### config.mk
export PLATFORM = sky130hd
export DESIGN_NAME = encounter_ctrl
export DESIGN_NICKNAME = d
export VERILOG_FILES = /design/src/rtl/game_pkg.sv /design/src/rtl/encounter_ctrl_lfsr16.sv /design/src/rtl/encounter_ctrl.sv
export SDC_FILE = /design/constraint.sdc
export NUM_CORES = 1
export LEC_CHECK = 0
export ABC_AREA = 1
export CAP_MARGIN = 0
export CELL_PAD_IN_SITES_DETAIL_PLACEMENT = 0
export CELL_PAD_IN_SITES_GLOBAL_PLACEMENT = 1
export CORE_ASPECT_RATIO = 0.5
export CORE_MARGIN = 1
export CORE_UTILIZATION = 42
export DETAILED_ROUTE_END_ITERATION = 7
export GPL_TIMING_DRIVEN = 1
export PLACE_DENSITY_LB_ADDON = 0.1
export SYNTH_ARGS = -nofsm -noshare
export SYNTH_HDL_FRONTEND = slang
export SYNTH_SLANG_ARGS = --single-unit
### constraint.sdc
create_clock -name frame_clk -period 2.6 [get_ports frame_clk]
set_clock_uncertainty 0.15 [all_clocks]
set_input_delay 0.52 -clock frame_clk [delete_from_list [all_inputs] [get_ports frame_clk]]
set_output_delay 0.52 -clock frame_clk [all_outputs]
set_load 0.005 [all_outputs]
### src/rtl/game_pkg.sv
// -----------------------------------------------------------------------------
// game_pkg
// Definitions shared by the overworld and battle blocks.
//   battle_state_t      : encounter sequencing states. The encoding is the
//                         2-bit battle_bit value read by the map scroller.
//   GRASS_INDEX_DEFAULT : palette index of grass tiles.
//   KEY_*               : keyboard scan codes used by the game logic.
//   LFSR_MASK/lfsr_next : 16-bit Galois LFSR, taps 16,14,13,11.
// -----------------------------------------------------------------------------
package game_pkg;

    typedef enum logic [1:0] {
        ROAM       = 2'd0,
        TRANSITION = 2'd1,
        BATTLE     = 2'd2,
        COOLDOWN   = 2'd3
    } battle_state_t;

    localparam logic [3:0] GRASS_INDEX_DEFAULT = 4'd13;

    // USB HID keyboard scan codes
    localparam logic [7:0] KEY_W     = 8'h1A;
    localparam logic [7:0] KEY_A     = 8'h04;
    localparam logic [7:0] KEY_S     = 8'h16;
    localparam logic [7:0] KEY_D     = 8'h07;
    localparam logic [7:0] KEY_ENTER = 8'h28;

    localparam logic [15:0] LFSR_MASK = 16'hB400;

    // Right-shifting Galois form: the bit shifted out is fed back through the mask.
    function automatic logic [15:0] lfsr_next(input logic [15:0] cur);
        return (cur >> 1) ^ (cur[0] ? LFSR_MASK : 16'h0000);
    endfunction

endpackage

### src/rtl/encounter_ctrl_lfsr16.sv
// -----------------------------------------------------------------------------
// lfsr16
// Free-running 16-bit Galois LFSR. Also used by the battle screen for damage rolls.
//   frame_clk in  1  : clock
//   Reset     in  1  : synchronous, active-high; loads SEED
//   enable    in  1  : advance one step on this edge
//   state     out 16 : current LFSR contents
// SEED must be nonzero, otherwise the register stays at zero.
// -----------------------------------------------------------------------------
module lfsr16
    import game_pkg::*;
#(
    parameter logic [15:0] SEED = 16'hACE1
) (
    input  logic        frame_clk,
    input  logic        Reset,
    input  logic        enable,
    output logic [15:0] state
);

    // NOTE: sequential state is written with <= so every flop in the design
    //       samples pre-edge values, regardless of the order of the always blocks.
    always_ff @(posedge frame_clk) begin
        if (Reset)
            state <= SEED;
        else if (enable)
            state <= lfsr_next(state);
    end

endmodule

### src/rtl/encounter_ctrl.sv
// -----------------------------------------------------------------------------
// encounter_ctrl
// Overworld wild-encounter controller. Counts the pixels the player scrolls
// on grass. Each completed step rolls the LFSR, and a hit sequences
// TRANSITION -> BATTLE -> COOLDOWN -> ROAM.
//   frame_clk     in  1  : one edge per video frame
//   Reset         in  1  : synchronous, active-high
//   FrameX        in  10 : map scroll X from the scroller
//   FrameY        in  10 : map scroll Y from the scroller
//   pelette_index in  4  : palette index of the tile under the player
//   battle_done   in  1  : one-frame pulse when the battle screen exits
//   battle_bit    out 2  : 0 ROAM, 1 TRANSITION, 2 BATTLE, 3 COOLDOWN
//   flash         out 1  : screen flash enable, active only in TRANSITION
//   encounter_id  out 3  : species index, latched when the encounter triggers
// All outputs come from registers only.
// -----------------------------------------------------------------------------
module encounter_ctrl
    import game_pkg::*;
#(
    parameter logic [3:0]  GRASS_INDEX      = GRASS_INDEX_DEFAULT,
    parameter int          STEP_PIXELS      = 16,
    parameter logic [8:0]  ENCOUNTER_THRESH = 9'd26,
    parameter int          TRANS_FRAMES     = 60,
    parameter int          COOLDOWN_STEPS   = 8,
    parameter logic [15:0] LFSR_SEED        = 16'hACE1
) (
    input  logic       frame_clk,
    input  logic       Reset,
    input  logic [9:0] FrameX,
    input  logic [9:0] FrameY,
    input  logic [3:0] pelette_index,
    input  logic       battle_done,
    output logic [1:0] battle_bit,
    output logic       flash,
    output logic [2:0] encounter_id
);

    localparam int PIX_W   = $clog2(STEP_PIXELS);
    // The flash pattern uses trans_cnt[3], so the counter is always at least 4 bits wide.
    localparam int TRANS_W = ($clog2(TRANS_FRAMES) > 4) ? $clog2(TRANS_FRAMES) : 4;
    localparam int STEP_W  = $clog2(COOLDOWN_STEPS + 1);

    battle_state_t      state;
    battle_state_t      state_next;
    logic [9:0]         prev_x;
    logic [9:0]         prev_y;
    logic [PIX_W-1:0]   pix_cnt;
    logic [TRANS_W-1:0] trans_cnt;
    logic [STEP_W-1:0]  step_cnt;
    logic [15:0]        lfsr;

    logic moved;
    logic on_grass;
    logic pix_wrap;
    logic roll_hit;
    logic trans_last;
    logic cool_last;

    lfsr16 #(
        .SEED (LFSR_SEED)
    ) u_lfsr (
        .frame_clk (frame_clk),
        .Reset     (Reset),
        .enable    (1'b1),
        .state     (lfsr)
    );

    // Bits above the species field are not used by this block. They are
    // folded into one signal so it is clear they are left unused on purpose.
    logic unused_lfsr_bits;
    assign unused_lfsr_bits = ^lfsr[15:11];

    // The scroller moves at most 1 px per frame, so any change in position means one pixel walked.
    assign moved      = (FrameX != prev_x) || (FrameY != prev_y);
    assign on_grass   = (pelette_index == GRASS_INDEX);
    assign pix_wrap   = (pix_cnt == PIX_W'(STEP_PIXELS - 1));
    // Grass step completed in ROAM, and the roll uses the LFSR value from before this edge.
    assign roll_hit   = (state == ROAM) && moved && on_grass && pix_wrap &&
                        ({1'b0, lfsr[7:0]} < ENCOUNTER_THRESH);
    assign trans_last = (trans_cnt == TRANS_W'(TRANS_FRAMES - 1));
    assign cool_last  = (step_cnt == STEP_W'(COOLDOWN_STEPS - 1));

    // ---------------- state register ----------------
    always_ff @(posedge frame_clk) begin
        if (Reset)
            state <= ROAM;
        else
            state <= state_next;
    end

    // ---------------- next-state logic ----------------
    // NOTE: every variable assigned in always_comb gets a default first, so
    //       paths that do not assign it cannot infer a latch.
    always_comb begin
        state_next = state;
        unique case (state)
            ROAM:       if (roll_hit)                    state_next = TRANSITION;
            TRANSITION: if (trans_last)                  state_next = BATTLE;
            BATTLE:     if (battle_done)                 state_next = COOLDOWN;
            COOLDOWN:   if (moved && pix_wrap && cool_last) state_next = ROAM;
            default:                                     state_next = ROAM;
        endcase
    end

    // ---------------- outputs (decoded from registers only) ----------------
    always_comb begin
        battle_bit = state;
        flash      = (state == TRANSITION) && trans_cnt[3];
    end

    // ---------------- counters and encounter latch ----------------
    always_ff @(posedge frame_clk) begin
        if (Reset) begin
            prev_x       <= '0;
            prev_y       <= '0;
            pix_cnt      <= '0;
            trans_cnt    <= '0;
            step_cnt     <= '0;
            encounter_id <= '0;
        end else begin
            prev_x <= FrameX;
            prev_y <= FrameY;
            unique case (state)
                ROAM: begin
                    if (roll_hit) begin
                        pix_cnt      <= '0;
                        trans_cnt    <= '0;
                        encounter_id <= lfsr[10:8];
                    end else if (moved && on_grass) begin
                        // An off-grass move leaves pix_cnt unchanged, so a partial step carries over.
                        pix_cnt <= pix_cnt + PIX_W'(1);
                    end
                end
                TRANSITION: trans_cnt <= trans_cnt + TRANS_W'(1);
                BATTLE: begin
                    if (battle_done) begin
                        pix_cnt  <= '0;
                        step_cnt <= '0;
                    end
                end
                COOLDOWN: begin
                    if (moved) begin
                        // A power-of-two step length means the wrap leaves pix_cnt
                        // at zero on the final step, which is the value ROAM needs.
                        pix_cnt <= pix_cnt + PIX_W'(1);
                        if (pix_wrap)
                            step_cnt <= step_cnt + STEP_W'(1);
                    end
                end
                default: ;
            endcase
        end
    end

endmodule

======== Word level (Yosys, flattened, before mapping) ========
Cells that the tools add are included.
operators by class
  add/subtract/negate cells ............... 3
  magnitude comparators ................... 1
  equal/unequal tests ..................... 16
  multiplexer cells ....................... 16
  bitwise gates (word level) .............. 1
  reductions and logical operators ........ 18
operators by type and width
  cell                   count
  $mux W4                6
  $ne A10 B10 Y1         2
  $mux W16               1
  $xor A15 B16 Y16       1
  $ne A2 B2 Y1 const B   6
  $pmux W4 S3            1
  $pmux W6 S2            1
  $reduce_and A4 Y1      3
  $add A4 B1 Y4 const B  2
  $eq A4 B4 Y1 const B   2
  $logic_and A1 B1 Y1    8
  $lt A8 B5 Y1 const B   1
  $mux W2                4
  $pmux W2 S4            1
  $pmux W4 S2            1
  $add A6 B1 Y6 const B  1
  $eq A6 B6 Y1 const B   1
  $mux W6                1
  $eq A2 B2 Y1 const B   2
  $eq A4 B3 Y1 const B   1
  $reduce_and A2 Y1      2
  $reduce_bool A2 Y1     2
  $ne A3 B2 Y1 const B   1
  $reduce_bool A3 Y1     1
  3 further kinds        3
word-level totals
  register bits ........................... 55
  input port bits ......................... 27
  output and inout bits ................... 6

======== Depth between registers and ports, before layout ========
  depth after elaboration ................. 8
  depth in mapped cells ................... 15

======== Hierarchy ========
Synthesis repeated with hierarchy kept, for this count alone.
second synthesis, totals
  cells, all modules ...................... 373
  area total of the unflattened synthesis .. 2640.0 um2
modules (own cells, without submodules)
  module          instances  cells an instance  area each (um2)  sequential area each (um2)
  encounter_ctrl  1          293                1998.2           780.7
  lfsr16          1          80                 641.9            320.3

======== Least setup slack after synthesis ========
OpenSTA, ideal clock, no wires.
  kind .................................... register -> register
  from .................................... register state[0], in the netlist battle_bit[0]
  to ...................................... register trans_cnt[2]
  library setup time ...................... 121 ps
  arrival ................................. 1494 ps
  data required time ...................... 2329 ps
  setup slack ............................. 835 ps
  stages on the path, launching flop included .. 10
  buffers on the path ..................... 0
  clock period less this slack ............ 1765 ps
  cells stage by stage .................... dfxtp_1 inv_1 ha_1 nand4_1 a211oi_2 nand3_4 nand2_4 nand2_1 xor2_1 nor2_1
on the way
  longest elaborated chain between the ends .. 7
  elaborated cells on any way between the ends .. 10
ends and longest elaborated chain
  what                              RTL line                                     source
  start: declaration                encounter_ctrl.sv:43                         battle_state_t state;
  start signal: assignment          encounter_ctrl.sv:88                         state <= state_next;
  $logic_not A2 Y1                  encounter_ctrl.sv:78, encounter_ctrl.sv:123
  $logic_and A1 B1 Y1 (4 in a row)  encounter_ctrl.sv:78                         assign roll_hit = (state == ROAM) && moved && on_grass && pix_wrap &&
  $ne A2 B2 Y1 (no line)            --
  $reduce_and A2 Y1 (no line)       --
  end signal: assignment            encounter_ctrl.sv:134                        TRANSITION: trans_cnt <= trans_cnt + TRANS_W'(1);
  end: declaration                  encounter_ctrl.sv:48                         logic [TRANS_W-1:0] trans_cnt;
Several ways; a longest one is shown, not always the timed one.
A chain may end at the register's enable or synchronous reset.

======== Worst setup path after layout ========
  from .................................... register state[1], in the netlist battle_bit[1]
  to ...................................... output port flash
on the way
  longest elaborated chain between the ends .. 2
ends and longest elaborated chain
  what                 RTL line               source
  $eq A2 B1 Y1         encounter_ctrl.sv:108  flash = (state == TRANSITION) && trans_cnt[3];
  $logic_and A1 B1 Y1  encounter_ctrl.sv:108
  end: declaration     encounter_ctrl.sv:34   output logic flash,
No other way between the ends.

==> out/qor.log <==
qor: job.drv.max_cap_violation_count 0
qor: yosys.yosys_warnings 0
qor: cts.cts_num_sinks 55
qor: cts.tritoncts yes
qor: worst_setup_path.reg2reg_depth 9
qor: yosys.flip_flop_cell_with_the_highest_count_after_synthesis dfxtp_1
qor: final_layout.fin_nets 467
qor: place.pre_cts_ws 0.0915 ns
qor: power.worst_ir_drop_vdd 0.316 mV
qor: yosys.synth_area 2650 µm²
qor: worst_setup_path.kind_of_cell_adding_the_most_delay_to_the_critical_path buffers and inverters
qor: min_path.worst_hold_start u_lfsr.state[15]
qor: worst_setup_path.regToRegStartpoint battle_bit[1]
qor: worst_setup_path.critical_path.reg2reg.endpoint battle_bit[0]
qor: yosys.synth_largest_type_area_fraction 41.6%
qor: worst_setup_path.cp.arrival 1.70 ns
qor: die.die_area 6650 µm²
qor: yosys.avgSynthCellArea 6.67 µm²
qor: grt.antenna_violations_before_repair 0
qor: routing.routed-via-count 2,295
qor: final_layout.antennaDiodeCount 0
qor: min_path.min_path_cells 2
qor: cts.post_cts_hold_buffer_count 0
qor: cts.post-cts-setup-buffers 0
qor: place.routabilityCongestion 0.792
qor: routing.route.detailed.wl_per_inst 9.75 µm
qor: yosys.async_reset_ff_share 0%
qor: die.design.core.area 6080 µm²
qor: worst_setup_path.crit_path_cell_trace inv_1, ha_1, nand2_1, inv_1, clkdlybuf4s50_1
qor: yosys.ys_top_cells_by_area dfxtp_1 42%, nand2_1 17%, inv_1 9.2%, nor2_1 7.7%, a21oi_1 4.2%
qor: grt.grt_pass1_vias 2,073
qor: die.initial_utilization 43.6%
qor: power.total_leakage_power 1.49 nW
qor: routing.first_pass_iteration_count_of_the_detailed_router 4
qor: yosys.dominant_cell_by_count_in_the_synthesized_netlist nand2_1
qor: yosys.post_synthesis_cell_count 397
qor: worst_setup_path.slowest_stage clkdlybuf4s50_1
qor: place.buffer_ports.inserted 32
qor: worst_setup_path.critical-path-max-stage-delay 0.48 ns
qor: worst_setup_path.worst_ep_required_time 1.93 ns
qor: worst_setup_path.rrSetupSlack 0.58 ns
qor: sta.final-setup-viol-count 0
qor: min_path.hold_path_endpoint u_lfsr.state[14]
qor: yosys.post_synth_num_cell_types 27
qor: grt.grt_usage 16.7%
qor: cts.clock_path_buffers 2
qor: grt.maximum_number_of_pins_on_one_net_before_global_route_repair 40
qor: worst_setup_path.timing.critical_path.to_type output pin
qor: grt.gr-total-overflow 0
qor: worst_setup_path.critPathBufInv 3
qor: yosys.synth_seq_area_share 41.6%
qor: die.die_w 114 µm
qor: sta.totalNegativeSetupSlack 0 ns
qor: die.chipHeight 58.2 µm
qor: yosys.synth.net_count 432
qor: place.dp.final_hpwl 3690 µm
qor: yosys.ff_latch_count_synth 55
qor: worst_setup_path.timing.setup.critical_path_class reg -> out
qor: routing.final_antenna_net_count 0
qor: sta.timing_worst_slew_pin_value 0.505 ns
qor: cts.clkSlewWorstSetupHoldPaths 0.07 ns
qor: power.pwr_density_cell 605 nW/µm²
qor: min_path.timing.hold.worst.class reg -> reg
qor: die.ioPinCount 33
qor: cts.resized_cells_post_cts 0
qor: sta.grt_setup_unrepaired false
qor: worst_setup_path.cell_seen_most_often_among_critical_path_stages inv_1
qor: yosys.commonest_cells_in_the_netlist 122 x nand2_1, 65 x inv_1, 55 x dfxtp_1
qor: routing.drt_iter0_markers 105
qor: yosys.edff_count_synth 0
qor: final_layout.drive_gt1_share 5.79%
qor: routing.finalWirelength 5070 µm
qor: sta.final_hold_violation_count 0
qor: yosys.biggest_area_consumer_among_synthesized_cells dfxtp_1
qor: cts.clk_latency 0.29 ns
qor: routing.drc 0
qor: cts.htreeDepth 2
qor: die.placementRows 20
qor: cts.clock_tree.root_cell clkbuf_16
qor: sta.slew_viol_final 0
qor: sta.post-route-period-util 91.0%
qor: status.run_status finished clean
qor: sta.fmax 423 MHz
qor: worst_setup_path.critPathLaunchType flop
qor: worst_setup_path.timing.critical_path.fanout_max 7
qor: grt.first_pass_grt_wire_length 8740 µm
qor: routing.avgViaCountPerCell 4.41
qor: final_layout.layout-area-overhead-vs-synth 21.8%
qor: cts.cts_made_buffers 5
qor: sta.max_slew_margin 66.0%
qor: sta.fin_crit 2.37 ns
qor: sta.setup_slack 0.233 ns
how the worst max path moves through the flow:
stage,startpoint,endpoint,cells after the start
global route,battle_bit[1],flash,5
CTS,battle_bit[1],flash,5
floorplan,battle_bit[0],trans_cnt[2],9
finish,battle_bit[1],flash,5
detailed placement,FrameX[4],trans_cnt[2],13
global placement,FrameX[4],trans_cnt[2],13
registers in the layout, summed over array words and instances, names as in the netlist:
signal and flops:
step_cnt 4, trans_cnt 6, prev_x 10, prev_y 10, battle_bit 2, pix_cnt 4
encounter_id 3, u_lfsr.state 16
cells in the final DEF (no fill, tap or decap), types with 3 or more instances in the layout:
cell and instances:
a21oi_1 22, clkbuf_16 5, clkdlybuf4s50_1 32, dfxtp_1 55, ha_1 8, inv_1 65
inv_2 8, nand2_1 122, nand3_1 14, nand4_1 5, nor2_1 54, nor3_1 5
o21ai_0 10, xnor2_1 6, xor2_1 3
cells by family after synthesis:
logic type | after synthesis | synth area share [%]
adders and majority gates | 8 | 3.78
AOI/OAI and AO/OA | 36 | 7.23
DFF | 55 | 41.6
buffers and inverters | 78 | 11.1
xor gates and xnor gates | 9 | 2.98
and+or+nand+nor | 211 | 33.4
area by class of cell:
| class | count | area [µm²] |
|---|---|---|
| fill | 633 | 2850 |
| multi-input combinational | 264 | 1250 |
| sequential | 55 | 1100 |
| timing repair buffer | 33 | 328 |
| inverter | 73 | 274 |
| clock buffer | 6 | 129 |
| tap | 88 | 110 |
| clock inverter | 1 | 30.0 |
report_power, final:
part           internal (mW)  switching, mW
Combinational          0.128          0.169
Sequential             0.889         0.0299
Clock                  0.450          0.287
worst min-delay path: cells and delay by family, from the launching register on:
family	cells	cell delay [ns]
buf+inv	1	0.04
flops	1	0.30
simple gates	1	0.03
metrics by stage:
stage,hold WS (ns),cells,instance area (µm²),power [mW],utilization [%]
floorplan,0.238,397,2650,1.13,-
global placement,0.245,513,3070,1.23,50.5
detailed placement,0.246,513,3070,1.23,50.5
CTS,0.257,520,3230,1.98,53.1
global route,0.281,520,3230,2.06,53.1
finish,0.256,520,3230,1.95,53.1
metal layers:
| metal | GRT usage (%) | up-vias | share of wire, % |
|---|---|---|---|
| met4 | 2.23 | 0 | 0.26 |
| met1 | 21.9 | 1001 | 53 |
| met2 | 27.4 | 21 | 43 |
| met3 | 5.86 | 2 | 4.4 |
| met5 | 0 | - | 0 |
| li1 | - | 1271 | - |
No activity file was read; power rests on OpenSTA's default activity.
